`src/rtl/instr_decode_stage_pkg.sv`:
```
// Shared encodings for the decode stage: opcodes, op classes, ALU codes,
// immediate formats and the decoded-entry bundle.
package instr_decode_stage_pkg;

    localparam logic [6:0] OPC_LOAD   = 7'b0000011;
    localparam logic [6:0] OPC_IMM    = 7'b0010011;
    localparam logic [6:0] OPC_AUIPC  = 7'b0010111;
    localparam logic [6:0] OPC_STORE  = 7'b0100011;
    localparam logic [6:0] OPC_REG    = 7'b0110011;
    localparam logic [6:0] OPC_LUI    = 7'b0110111;
    localparam logic [6:0] OPC_BRANCH = 7'b1100011;
    localparam logic [6:0] OPC_JALR   = 7'b1100111;
    localparam logic [6:0] OPC_JAL    = 7'b1101111;

    typedef enum logic [2:0] {
        CLS_R, CLS_I, CLS_LOAD, CLS_STORE,
        CLS_BRANCH, CLS_JAL, CLS_JALR, CLS_UPPER
    } op_class_e;

    localparam logic [3:0] ALU_ADD    = 4'd0;
    localparam logic [3:0] ALU_SUB    = 4'd1;
    localparam logic [3:0] ALU_SLL    = 4'd2;
    localparam logic [3:0] ALU_SLT    = 4'd3;
    localparam logic [3:0] ALU_SLTU   = 4'd4;
    localparam logic [3:0] ALU_XOR    = 4'd5;
    localparam logic [3:0] ALU_SRL    = 4'd6;
    localparam logic [3:0] ALU_SRA    = 4'd7;
    localparam logic [3:0] ALU_OR     = 4'd8;
    localparam logic [3:0] ALU_AND    = 4'd9;
    localparam logic [3:0] ALU_PASS_B = 4'd10;

    typedef enum logic [2:0] {
        IMM_NONE, IMM_I, IMM_S, IMM_B, IMM_U, IMM_J
    } imm_type_e;

    typedef enum logic [1:0] {
        ST_EMPTY, ST_ONE, ST_TWO
    } state_e;

    typedef struct packed {
        logic [4:0] rs1;
        logic [4:0] rs2;
        logic [4:0] rd;
        logic [3:0] alu;
        logic [2:0] funct3;
        op_class_e  op_class;
        logic       reg_write;
        logic       illegal;
    } dec_t;

    // funct7[5] selects SUB only for register ops; SRA/SRL for both
    function automatic logic [3:0] alu_map(
        input logic [2:0] f3,
        input logic       f7b5,
        input logic       is_reg
    );
        logic [3:0] code;
        unique case (f3)
            3'd0:    code = (is_reg && f7b5) ? ALU_SUB : ALU_ADD;
            3'd1:    code = ALU_SLL;
            3'd2:    code = ALU_SLT;
            3'd3:    code = ALU_SLTU;
            3'd4:    code = ALU_XOR;
            3'd5:    code = f7b5 ? ALU_SRA : ALU_SRL;
            3'd6:    code = ALU_OR;
            default: code = ALU_AND;
        endcase
        return code;
    endfunction

endpackage

```
`src/rtl/instr_decode_stage_imm_gen.sv`:
```
// Immediate generator: extracts and sign-extends the I/S/B/U/J
// immediates to XLEN bits.
module instr_decode_stage_imm_gen
    import instr_decode_stage_pkg::*;
#(
    parameter int XLEN = 32
) (
    input  logic [31:0]     instr,
    input  imm_type_e       imm_type,
    output logic [XLEN-1:0] imm
);

    logic signed [11:0] w_i;
    logic signed [11:0] w_s;
    logic signed [12:0] w_b;
    logic signed [31:0] w_u;
    logic signed [20:0] w_j;
    logic               w_unused;

    assign w_i = instr[31:20];
    assign w_s = {instr[31:25], instr[11:7]};
    assign w_b = {instr[31], instr[7], instr[30:25], instr[11:8], 1'b0};
    assign w_u = {instr[31:12], 12'b0};
    assign w_j = {instr[31], instr[19:12], instr[20], instr[30:21], 1'b0};
    assign w_unused = ^instr[6:0];

    // Signed size casts perform the sign extension to XLEN
    always_comb begin
        imm = '0;
        unique case (imm_type)
            IMM_I:   imm = XLEN'(w_i);
            IMM_S:   imm = XLEN'(w_s);
            IMM_B:   imm = XLEN'(w_b);
            IMM_U:   imm = XLEN'(w_u);
            IMM_J:   imm = XLEN'(w_j);
            default: imm = '0;
        endcase
    end

endmodule

```
`src/rtl/instr_decode_stage.sv`:
```
// RV32I/RV32E decode stage with a 2-entry skid buffer between
// fetch and register file / execute.
module instr_decode_stage
    import instr_decode_stage_pkg::*;
#(
    parameter int XLEN      = 32,
    parameter int NUM_REGS  = 32,
    parameter int ALUCTRL_W = 4
) (
    input  logic                 clk,
    input  logic                 reset,
    input  logic                 flush,
    input  logic                 in_valid,
    output logic                 in_ready,
    input  logic [31:0]          in_instr,
    input  logic [XLEN-1:0]      in_pc,
    output logic                 out_valid,
    input  logic                 out_ready,
    output logic [XLEN-1:0]      out_pc,
    output logic [4:0]           rs1,
    output logic [4:0]           rs2,
    output logic [4:0]           rd,
    output logic [XLEN-1:0]      imm,
    output logic [ALUCTRL_W-1:0] alu_ctrl,
    output logic [2:0]           funct3,
    output logic [2:0]           op_class,
    output logic                 reg_write,
    output logic                 illegal
);

    localparam logic [5:0] REG_LIM = 6'(NUM_REGS);

    logic [6:0]      w_opc;
    logic [4:0]      w_rd_f;
    logic [4:0]      w_rs1_f;
    logic [4:0]      w_rs2_f;
    logic [2:0]      w_f3;
    logic            w_f7b5;
    op_class_e       w_cls;
    imm_type_e       w_imm_type;
    logic            w_use_rd;
    logic            w_use_rs1;
    logic            w_use_rs2;
    logic [3:0]      w_alu;
    logic            w_known;
    logic            w_bad_reg;
    logic            w_illegal;
    logic [XLEN-1:0] w_imm;
    logic [XLEN-1:0] w_new_imm;
    dec_t            w_dec;
    logic            w_accept;
    logic            w_drain;

    state_e          r_state;
    logic            r_in_ready;
    logic            r_out_valid;
    dec_t            r_main;
    dec_t            r_skid;
    logic [XLEN-1:0] r_main_imm;
    logic [XLEN-1:0] r_skid_imm;
    logic [XLEN-1:0] r_main_pc;
    logic [XLEN-1:0] r_skid_pc;

    assign w_opc   = in_instr[6:0];
    assign w_rd_f  = in_instr[11:7];
    assign w_f3    = in_instr[14:12];
    assign w_rs1_f = in_instr[19:15];
    assign w_rs2_f = in_instr[24:20];
    assign w_f7b5  = in_instr[30];

    always_comb begin
        w_cls      = CLS_R;
        w_imm_type = IMM_NONE;
        w_use_rd   = 1'b0;
        w_use_rs1  = 1'b0;
        w_use_rs2  = 1'b0;
        w_alu      = ALU_ADD;
        w_known    = 1'b1;
        unique case (w_opc)
            OPC_REG: begin
                w_use_rd  = 1'b1;
                w_use_rs1 = 1'b1;
                w_use_rs2 = 1'b1;
                w_alu     = alu_map(w_f3, w_f7b5, 1'b1);
            end
            OPC_IMM: begin
                w_cls      = CLS_I;
                w_imm_type = IMM_I;
                w_use_rd   = 1'b1;
                w_use_rs1  = 1'b1;
                w_alu      = alu_map(w_f3, w_f7b5, 1'b0);
            end
            OPC_LOAD: begin
                w_cls      = CLS_LOAD;
                w_imm_type = IMM_I;
                w_use_rd   = 1'b1;
                w_use_rs1  = 1'b1;
            end
            OPC_STORE: begin
                w_cls      = CLS_STORE;
                w_imm_type = IMM_S;
                w_use_rs1  = 1'b1;
                w_use_rs2  = 1'b1;
            end
            OPC_BRANCH: begin
                w_cls      = CLS_BRANCH;
                w_imm_type = IMM_B;
                w_use_rs1  = 1'b1;
                w_use_rs2  = 1'b1;
                w_alu      = ALU_SUB;
            end
            OPC_JAL: begin
                w_cls      = CLS_JAL;
                w_imm_type = IMM_J;
                w_use_rd   = 1'b1;
            end
            OPC_JALR: begin
                w_cls      = CLS_JALR;
                w_imm_type = IMM_I;
                w_use_rd   = 1'b1;
                w_use_rs1  = 1'b1;
            end
            OPC_LUI: begin
                w_cls      = CLS_UPPER;
                w_imm_type = IMM_U;
                w_use_rd   = 1'b1;
                w_alu      = ALU_PASS_B;
            end
            OPC_AUIPC: begin
                w_cls      = CLS_UPPER;
                w_imm_type = IMM_U;
                w_use_rd   = 1'b1;
            end
            default: w_known = 1'b0;
        endcase
    end

    // Only fields the format actually uses can make an RV32E entry illegal
    assign w_bad_reg = (w_use_rd  && ({1'b0, w_rd_f}  >= REG_LIM))
                    || (w_use_rs1 && ({1'b0, w_rs1_f} >= REG_LIM))
                    || (w_use_rs2 && ({1'b0, w_rs2_f} >= REG_LIM));
    assign w_illegal = !w_known || w_bad_reg;

    instr_decode_stage_imm_gen #(
        .XLEN(XLEN)
    ) u_imm_gen (
        .instr   (in_instr),
        .imm_type(w_imm_type),
        .imm     (w_imm)
    );

    always_comb begin
        w_dec         = '0;
        w_dec.alu     = ALU_ADD;
        w_dec.illegal = 1'b1;
        w_new_imm     = '0;
        if (!w_illegal) begin
            w_dec.rs1       = w_use_rs1 ? w_rs1_f : 5'd0;
            w_dec.rs2       = w_use_rs2 ? w_rs2_f : 5'd0;
            w_dec.rd        = w_use_rd  ? w_rd_f  : 5'd0;
            w_dec.alu       = w_alu;
            w_dec.funct3    = w_f3;
            w_dec.op_class  = w_cls;
            w_dec.reg_write = w_use_rd && (w_rd_f != 5'd0);
            w_dec.illegal   = 1'b0;
            w_new_imm       = w_imm;
        end
    end

    assign w_accept = in_valid && r_in_ready;
    assign w_drain  = r_out_valid && out_ready;

    always_ff @(posedge clk or negedge reset) begin
        if (!reset) begin
            r_state     <= ST_EMPTY;
            r_in_ready  <= 1'b1;
            r_out_valid <= 1'b0;
            r_main      <= '0;
            r_skid      <= '0;
            r_main_imm  <= '0;
            r_skid_imm  <= '0;
            r_main_pc   <= '0;
            r_skid_pc   <= '0;
        end else if (flush) begin
            r_state     <= ST_EMPTY;
            r_in_ready  <= 1'b1;
            r_out_valid <= 1'b0;
        end else begin
            case (r_state)
                ST_EMPTY: begin
                    if (w_accept) begin
                        r_main      <= w_dec;
                        r_main_imm  <= w_new_imm;
                        r_main_pc   <= in_pc;
                        r_out_valid <= 1'b1;
                        r_state     <= ST_ONE;
                    end
                end
                ST_ONE: begin
                    if (w_accept && !w_drain) begin
                        r_skid     <= w_dec;
                        r_skid_imm <= w_new_imm;
                        r_skid_pc  <= in_pc;
                        r_in_ready <= 1'b0;
                        r_state    <= ST_TWO;
                    end else if (w_drain && !w_accept) begin
                        r_out_valid <= 1'b0;
                        r_state     <= ST_EMPTY;
                    end else if (w_accept && w_drain) begin
                        r_main     <= w_dec;
                        r_main_imm <= w_new_imm;
                        r_main_pc  <= in_pc;
                    end
                end
                ST_TWO: begin
                    if (w_drain) begin
                        r_main     <= r_skid;
                        r_main_imm <= r_skid_imm;
                        r_main_pc  <= r_skid_pc;
                        r_in_ready <= 1'b1;
                        r_state    <= ST_ONE;
                    end
                end
                default: begin
                    r_state     <= ST_EMPTY;
                    r_in_ready  <= 1'b1;
                    r_out_valid <= 1'b0;
                end
            endcase
        end
    end

    assign in_ready  = r_in_ready;
    assign out_valid = r_out_valid;
    assign out_pc    = r_main_pc;
    assign rs1       = r_main.rs1;
    assign rs2       = r_main.rs2;
    assign rd        = r_main.rd;
    assign imm       = r_main_imm;
    assign alu_ctrl  = ALUCTRL_W'(r_main.alu);
    assign funct3    = r_main.funct3;
    assign op_class  = r_main.op_class;
    assign reg_write = r_main.reg_write;
    assign illegal   = r_main.illegal;

endmodule
```
`config.mk`:
```
export PLATFORM = sky130hd
export DESIGN_NAME = instr_decode_stage
export DESIGN_NICKNAME = d
export VERILOG_FILES = /design/src/rtl/instr_decode_stage_pkg.sv /design/src/rtl/instr_decode_stage_imm_gen.sv /design/src/rtl/instr_decode_stage.sv
export SDC_FILE = /design/constraint.sdc
export NUM_CORES = 1
export LEC_CHECK = 0
export CAP_MARGIN = 20
export CORE_UTILIZATION = 51
export CTS_BUF_LIST = sky130_fd_sc_hd__clkbuf_2
export CTS_CLUSTER_DIAMETER = 60
export DETAILED_ROUTE_END_ITERATION = 10
export GPL_ROUTABILITY_DRIVEN = 0
export GPL_TIMING_DRIVEN = 1
export PLACE_DENSITY = 0.9
export SYNTH_ARGS = -nofsm -noshare
export SYNTH_HDL_FRONTEND = slang
export SYNTH_SLANG_ARGS = --single-unit
```
`constraint.sdc`:
```
create_clock -name clk -period 2.34 [get_ports clk]
set_clock_uncertainty 0.2 [all_clocks]
set_input_delay 0.702 -clock clk [delete_from_list [all_inputs] [get_ports clk]]
set_output_delay 0.702 -clock clk [all_outputs]
set_load 0.02 [all_outputs]
```
==> flow_metrics.tcl <==
set metrics [dict create \
    outcome "finished, violations left" \
    violations "setup timing" \
    htreeDepth 4 \
    ys_async_sr_fraction_pct 100.0 \
    synth_area_leaders "dfrtp_1 (56%), nand2_1 (11%), nor2_1 (4.8%)" \
    start_kind "register" \
    ys_seq_area_share_pct 56.33 \
    netlist_instances 897 \
    final_cell_mix "nand2_1 (252), dfrtp_1 (185), buf_4 (126)" \
    grt_pass1_wl_um 37120 \
    postLayoutCoreUtil_pct 72.96 \
    worst_ep_arrival_time_ns 2.90 \
    p_leak_uw 0.005442 \
    nets 1226 \
    via_count 7970 \
    cts_sinks 186 \
    maxCapViolCount 0 \
    cts-root-buf "clkbuf_2" \
    io_pins 162 \
    cts_buffers 17 \
    hold_path_class "in2async" \
    wl_per_cell_um 17.87 \
    area_delta_synth_final_pct 39.71 \
    grt_overflow_total 0 \
    syn_area_mm2 0.008265 \
    clkLatencyLatePin_ns 0.77 \
    ys_types 63 \
    finalSetupViolCount 3 \
    crit_start "in_ready$_DFFE_PN1P_" \
    via_per_inst 5.746 \
    crit_chain "buf_4 -> and3b_2 -> buf_4 -> a211oi_2 -> or2_4 -> buf_4 -> a221oi_1 -> nor2_1" \
    initial_core_util_pct 52.22 \
    grt_pass1_vias 7368 \
    port_buffers 161 \
    peakVddDrop_uv 478.7 \
    fp.dieW_um 129.3 \
    grt_max_degree 60 \
    fin_ws_ns -0.1012 \
    required_ns 2.80 \
    layout_commonest_cell "nand2_1" \
    dpl-instance-area_mm2 0.01068 \
    timing.final.crit_share_pct 104.3 \
    rows 46 \
    worst_pin_slew_ns 0.5513 \
    drc 0 \
    slew_viol_final 0 \
    antenna_found_initial 1 \
    grt_usage_pct 28.88 \
    timing.hold.ws_ns 0.2111 \
    yosys.area.top_type "dfrtp_1" \
    die-area_mm2 0.01672 \
    grt_setup_unrepaired "true" \
    crit_type "reg2reg" \
    met3_usage_pct 6.069 \
    fin_area_mm2 0.01155 \
    synth_top_area_share_pct 56.01 \
    cpMostUsedCell "buf_4" \
    ant_nets 0 \
    critPathMaxFanout 14 \
    syn_avg_cell_area_um2 9.215 \
    path_clk_slew_ns 0.26 \
    core-area_mm2 0.01583 \
    drive_above_1_share_pct 24.96 \
    top_usage_layer "met2" \
    synth-seq-cells 186 \
    die_h_um 129.3 \
    synthFlopType "dfrtp_1" \
    period_minus_slack_ns 2.441 \
    drt_iter0_markers 789 \
    routed_wl_um 24790 \
    cp_slowest_cell "dfstp_2" \
    cts_tree "yes" \
    gr-usage-met2_pct 45.41 \
    hpwl_um 16110 \
    hold_violations 0 \
    clock.fmax_ghz 0.4096 \
    synth_warnings 0 \
    cts_buffer_depth 2 \
    use_met1_pct 37.78 \
    first_pass_iters 5 \
    power_density_mw_per_mm2 918.0 \
    cp-end-kind "register" \
    r2r-start "in_ready$_DFFE_PN1P_" \
    synth_edf_count 0 \
    fin_tns_setup_ns -0.1389 \
    synth_nets 966 \
    slew_headroom_pct 63.25 \
    cp_slowest_stage_delay_ns 0.60 \
]
## cell type report
cell class | count | area [um^2]
Antenna cell | 1 | 2.502
Clock buffer | 19 | 95.09
Clock inverter | 13 | 148.9
Fill cell | 1075 | 4280
Inverter | 5 | 18.77
Multi-Input combinational cell | 643 | 3366
Sequential cell | 186 | 4656
Tap cell | 216 | 270.3
Timing Repair Buffer | 304 | 2990
## stage by stage
step,instances,power [uW],setup slack (ns)
after floorplan,897,6426,0.1474
after global placement,1302,8091,-0.5614
after detailed placement,1302,8246,-0.6240
after CTS,1364,9766,-0.08986
after global routing,1387,11140,-0.2861
final,1387,10600,-0.1012
## worst max-delay path, delay by kind of cell, from the launching register on
kind                   cells  cell delay [ns]
AOI/OAI and AO/OA          2             0.45
and+or+nand+nor            3             0.61
DFF                        1             0.60
buffers and inverters      3             0.46
## Yosys cell counts (all sizes together), types with 2 or more instances
master,n
a22oi,14
nor3,8
dfrtp,185
o2bb2ai,12
a21oi,30
o211ai,8
o21ai,49
and2,4
and4b,2
nor4,2
nand3,22
a221oi,18
and3,2
a21o,6
o21a,4
nor2,108
and3b,4
buf,32
nand2b,5
inv,5
a31oi,40
nand2,254
or2,2
nand3b,3
clkbuf,31
o31ai,2
o21bai,3
a22o,17
a211oi,8
## state kept, by name, indices dropped and copies added, names as in the netlist, 2 cells and up
| register | cells |
|---|---|
| r_skid | 27 |
| rd | 5 |
| op_class | 3 |
| rs2 | 5 |
| out_pc | 32 |
| rs1 | 5 |
| imm | 32 |
| r_state | 2 |
| alu_ctrl | 4 |
| funct3 | 3 |
| r_skid_imm | 32 |
| r_skid_pc | 32 |
## path summary, 6_finish.rpt
kind                            cells after the start                   endpoint  slack (ns)
worst min register to register                      2      r_skid[6]$_DFFE_PN0P_        0.30
min in group clk                                    3  r_skid_pc[18]$_DFFE_PN0P_        0.25
worst max register to register                      8         rs1[4]$_DFFE_PN0P_       -0.10
worst min-delay path                                2     out_pc[20]$_DFFE_PN0P_        0.21
max in group asynchronous                           3         rs2[1]$_DFFE_PN0P_        1.06
worst max-delay path                                8         rs1[4]$_DFFE_PN0P_       -0.10
## report_power, final
part | leakage, uW | internal [uW] | switching (uW)
clock network | 0.000144 | 595 | 1110
registers | 0.00236 | 4130 | 638
logic | 0.00294 | 2080 | 2050
## metal layers
metal  share of wire [%]  up-vias
li1                    -     3613
met1                  40     3866
met2                  49      400
met3                 6.4       91
met4                 4.6        0
met5                   0        -
## cell families (layout without fill, tap and decap cells)
group           Yosys count  count (layout)  synth area share (%)
flops                   186             186                 56.33
mux                       2               2                0.2573
xor+xnor                  1               1                0.1060
compound gates          219             219                 18.15
simple gates            421             421                 21.37
other cells               0               1                     0
buf+inv                  68             341                 3.784
## timing repair
item                                    CTS  global route
gates resized for setup                 414           176
hold buffers                              1             0
gates cloned                              0             2
endpoints found under the setup margin   93           143
pin swaps                                 0             3
endpoints found under the hold margin    49             0
buffers inserted                         29            20
(Power assumes the default switching activity.)
